**src/rtl/dual_sram_pkg.sv**
```systemverilog
// Default geometry for the dual-port, multi-word-per-access SRAM.
package dual_sram_pkg;
    localparam int DATA_WIDTH_DEF = 8;
    localparam int ADDR_WIDTH_DEF = 4;
    localparam int PARA_DEG_DEF   = 2;
endpackage

```
**src/rtl/dual_sram.sv**
```systemverilog
// Dual-port word SRAM moving Para_Deg consecutive words per access at an
// arbitrary base address, with wrap-around and a registered read group.
module dual_sram
    import dual_sram_pkg::*;
#(
    parameter int Data_Width = DATA_WIDTH_DEF,
    parameter int Addr_Width = ADDR_WIDTH_DEF,
    parameter int Ram_Depth  = 1 << Addr_Width,
    parameter int Para_Deg   = PARA_DEG_DEF
) (
    input  logic                         clk,
    input  logic                         Mem_Clear,
    input  logic                         Chip_Select,
    input  logic                         En_Write,
    input  logic                         En_Read,
    input  logic [Addr_Width-1:0]        Write_Addr,
    input  logic [Addr_Width-1:0]        Read_Addr,
    input  logic [Para_Deg*Data_Width-1:0] Write_Data,
    output logic [Para_Deg*Data_Width-1:0] Read_Data
);

    // Word index of base+k folded back into the array, for any depth.
    function automatic logic [Addr_Width-1:0] wrap_addr(input logic [Addr_Width-1:0] base,
                                                        input int unsigned k);
        int unsigned sum;
        sum = int'(base) + k;
        return Addr_Width'(sum % Ram_Depth);
    endfunction

    logic [Data_Width-1:0]         mem_q [Ram_Depth];
    logic [Para_Deg*Data_Width-1:0] rd_q, rd_d;
    logic [Addr_Width-1:0]         waddr [Para_Deg];
    logic [Addr_Width-1:0]         raddr [Para_Deg];

    logic wr_en, rd_en;
    assign wr_en = Chip_Select && En_Write;
    assign rd_en = Chip_Select && En_Read;

    for (genvar k = 0; k < Para_Deg; k++) begin : g_lane
        assign waddr[k] = wrap_addr(Write_Addr, k);
        assign raddr[k] = wrap_addr(Read_Addr, k);
    end

    // Read group samples the pre-edge array, so overlapping writes read old data.
    always_comb begin
        rd_d = rd_q;
        if (rd_en) begin
            for (int k = 0; k < Para_Deg; k++) begin
                rd_d[k*Data_Width +: Data_Width] = mem_q[raddr[k]];
            end
        end
    end

    always_ff @(posedge clk) begin
        if (Mem_Clear) begin
            for (int i = 0; i < Ram_Depth; i++) begin
                mem_q[i] <= '0;
            end
            rd_q <= '0;
        end else begin
            rd_q <= rd_d;
            if (wr_en) begin
                for (int k = 0; k < Para_Deg; k++) begin
                    mem_q[waddr[k]] <= Write_Data[k*Data_Width +: Data_Width];
                end
            end
        end
    end

    assign Read_Data = rd_q;

endmodule

```
**config.mk**
```make
export PLATFORM = sky130hd
export DESIGN_NAME = dual_sram
export DESIGN_NICKNAME = d
export VERILOG_FILES = /design/src/rtl/dual_sram_pkg.sv /design/src/rtl/dual_sram.sv
export SDC_FILE = /design/constraint.sdc
export NUM_CORES = 1
export LEC_CHECK = 0
export CAP_MARGIN = 5
export CELL_PAD_IN_SITES_DETAIL_PLACEMENT = 1
export CELL_PAD_IN_SITES_GLOBAL_PLACEMENT = 2
export CORE_MARGIN = 2
export CORE_UTILIZATION = 49
export DETAILED_ROUTE_END_ITERATION = 6
export PLACE_DENSITY_LB_ADDON = 0.1
export SKIP_CTS_REPAIR_TIMING = 1
export SYNTH_ARGS = -nofsm -noshare
export SYNTH_HDL_FRONTEND = slang
export SYNTH_SLANG_ARGS = --single-unit
```
**constraint.sdc**
```tcl
create_clock -name clk -period 5.6 [get_ports clk]
set_clock_uncertainty 0.2 [all_clocks]
set_input_delay 0.56 -clock clk [delete_from_list [all_inputs] [get_ports clk]]
set_output_delay 0.56 -clock clk [all_outputs]
set_load 0.02 [all_outputs]
```
==> results.sh <==
export IMPL_globalRouteOverflowTotal=0
export IMPL_cts_max_level=4
export IMPL_antenna_cells=0
export IMPL_rsz0062_at_grt="no"
export IMPL_hold_path_endpoint="Read_Data[3]"
export IMPL_avgSynthCellArea_um2=16.0
export IMPL_drcViolationCount=0
export IMPL_hold_depth=1
export IMPL_synth_top_area_cell="edfxtp_1"
export IMPL_grt_start_max_net_pins=66
export IMPL_synth_nets=553
export IMPL_tightestPinTransition_ns=1.20
export IMPL_r2r_slack_ns=3.67
export IMPL_fill_cells=1507
export IMPL_vias_per_cell=7.20
export IMPL_yosysTopAreaCellShare_pct=46.0
export IMPL_cts_num_sinks=144
export IMPL_critical_path_required_ns=5.47
export IMPL_drt_iter0_markers=645
export IMPL_synth_edf_count=128
export IMPL_row_count=47
export IMPL_final_nets=553
export IMPL_initial_core_util_pct=50.2
export IMPL_synth_area_mux_share_pct=21.7
export IMPL_ant_nets=0
export IMPL_die_x_um=135
export IMPL_area_delta_synth_final_pct=11.5
export IMPL_hold_viol_final=0
export IMPL_die_area_mm2=0.0181
export IMPL_vias=5440
export IMPL_hold_class="reg2reg"
export IMPL_regArea_mm2=0.00416
export IMPL_groute_usage_overall_pct=28.6
export IMPL_synthCells=523
export IMPL_post_dp_hpwl_um=16400
export IMPL_synth_compound_area_share_pct=16.8
export IMPL_routabilityCongestion=0.812
export IMPL_multi_input_area_mm2=0.00374
export IMPL_finalSetupTns_ns=0
export IMPL_cp_max_fo=20
export IMPL_rr_endpoint="Read_Data[12]"
export IMPL_first_pass_iters=5
export IMPL_antenna_found_initial=0
export IMPL_numCtsBuffers=17
export IMPL_drv_slew=0
export IMPL_timing_hold_ws_ns=0.250
export IMPL_io_pins=45
export IMPL_r2r_start="mem_q[8][4]"
export IMPL_max_vdd_ir_drop_uv=238
export IMPL_first_global_vias=5503
export IMPL_synth_ff_latch_count=144
export IMPL_die_y_um=135
export IMPL_insertion_delay_ns=0.44
export IMPL_critPathLaunchType="input port"
export IMPL_fp_coreArea_mm2=0.0166
export IMPL_power_density_mw_per_mm2=313
export IMPL_layout_common_cells="128 x a22o_1, 128 x edfxtp_1, 53 x mux4_2"
export IMPL_synthAdderAreaFrac_pct=0.150
export IMPL_yosysUniqueCellTypes=42
export IMPL_ctsLongestPathBuffers=2
export IMPL_reg2reg_depth=4
export IMPL_slew_headroom_pct=19.9
export IMPL_fin_crit_ns=3.35
export IMPL_synth_seq_area_share_pct=49.8
export IMPL_drive_gt1_share_pct=24.6
export IMPL_status="completed"
export IMPL_cts_tree="built"
export IMPL_ys_flop_type="edfxtp_1"
export IMPL_portBuffers=44
export IMPL_setup_worst_path_class="in2reg"
export IMPL_totalWireLength_um=24800
export IMPL_synthSimpleGateAreaFrac_pct=5.54
export IMPL_synth_area_mm2=0.00836
export IMPL_synth_top_family_by_area="multiplexers"
export IMPL_fmax_ghz=0.299
export IMPL_cp_end_kind="register"
export IMPL_ys_async_sr_fraction_pct=0
export IMPL_grt_pass1_wl_um=36500
export IMPL_hold_path_startpoint="Read_Data[3]"
export IMPL_synth_xor_area_share_pct=0.494
export IMPL_drv_cap=0
export IMPL_power_leakage_uw=0.00338
export IMPL_arrival_ns=3.22
export IMPL_path_clk_slew_ns=0.06
export IMPL_synth_area_leaders="edfxtp_1 46%, mux4_2 14%, a22o_1 13%"
export IMPL_finalSetupViolations=0
export IMPL_wl_per_cell_um=32.7
export IMPL_cts_root_buffer="clkbuf_16"
export IMPL_ys_warn_count=0
export IMPL_fin_crit_sh_pct=59.8
## state kept, by name (all words and copies together), names as in the netlist
| register | flops |
|---|---|
| Read_Data | 16 |
| mem_q | 128 |
## routing by layer
layer / wire, µm / track usage, % / share of wire, % / up-vias
li1: - / - / - / 2229
met1: 10400 / 39.7 / 42 / 2887
met2: 11900 / 45.8 / 48 / 291
met3: 1790 / 6.12 / 7.2 / 33
met4: 598 / 8.60 / 2.4 / 0
met5: 0 / 0 / 0 / -
## report_power, final
| part | leakage (µW) | internal (µW) | switching, µW |
|---|---|---|---|
| registers | 0.00135 | 1240 | 40.6 |
| logic | 0.00172 | 167 | 214 |
| clock network | 0.000310 | 787 | 472 |
| total | 0.00338 | 2190 | 726 |
## cell type report
cell class,instances,share of cell area [%]
clock inverter,15,2.31
inverter,1,0.0403
multi-input combinational,307,40.1
timing repair buffer,52,5.37
sequential,144,44.7
tap,220,2.95
clock buffer,17,4.56
## Yosys cell counts (2+ instances only)
cell type,instances
a22o_1,128
edfxtp_1,128
mux4_2,53
mux2i_1,24
buf_6,19
clkbuf_1,19
buf_1,16
dfxtp_1,16
buf_2,12
mux4_1,9
a21o_1,8
a32oi_1,8
mux2_2,8
nor2_8,8
o21ai_1,8
o21bai_1,8
o22ai_1,8
or3_1,8
nor3_4,4
buf_4,3
nand2_4,3
mux4_4,2
nand2_1,2
nor2_2,2
nor2_4,2
## per-stage QoR
stage	instance area, µm²	util [%]	power, µW	instances	worst slack, ns
finish	9320	56.0	2920	756	2.25
global route	9320	56.0	2990	756	2.17
CTS	9310	55.9	2920	755	2.32
detailed placement	8670	52.1	1670	723	1.90
global placement	8670	52.1	1660	723	1.95
floorplan	8360	-	1530	523	3.34
## worst max-delay path by stage
stage | start | endpoint | slack [ns] | cells after the start
finish | Mem_Clear | mem_q[4][0] | 2.25 | 5
global route | Mem_Clear | mem_q[4][0] | 2.17 | 5
CTS | Mem_Clear | mem_q[4][0] | 2.32 | 5
detailed placement | Mem_Clear | mem_q[4][6] | 1.90 | 5
global placement | Mem_Clear | mem_q[4][5] | 1.95 | 5
floorplan | Read_Addr[0] | Read_Data[8] | 3.34 | 6
## cells by family (layout without fill, tap and decap cells)
family / Yosys count / count (layout)
AO/OA/AOI/OAI: 169 / 169
XOR/XNOR: 3 / 3
adder cells (fa/ha/maj): 1 / 1
buffers and inverters: 72 / 85
flip-flops: 144 / 144
multiplexers: 96 / 96
AND/OR/NAND/NOR: 38 / 38
## critical path, cell delays in order
cell and delay [ns]:
clkdlybuf4s50_1 0.76, and2b_2 0.43, nand4b_4 0.24, nor3_4 0.69
or3_1 0.54
(Power assumes the default switching activity.)
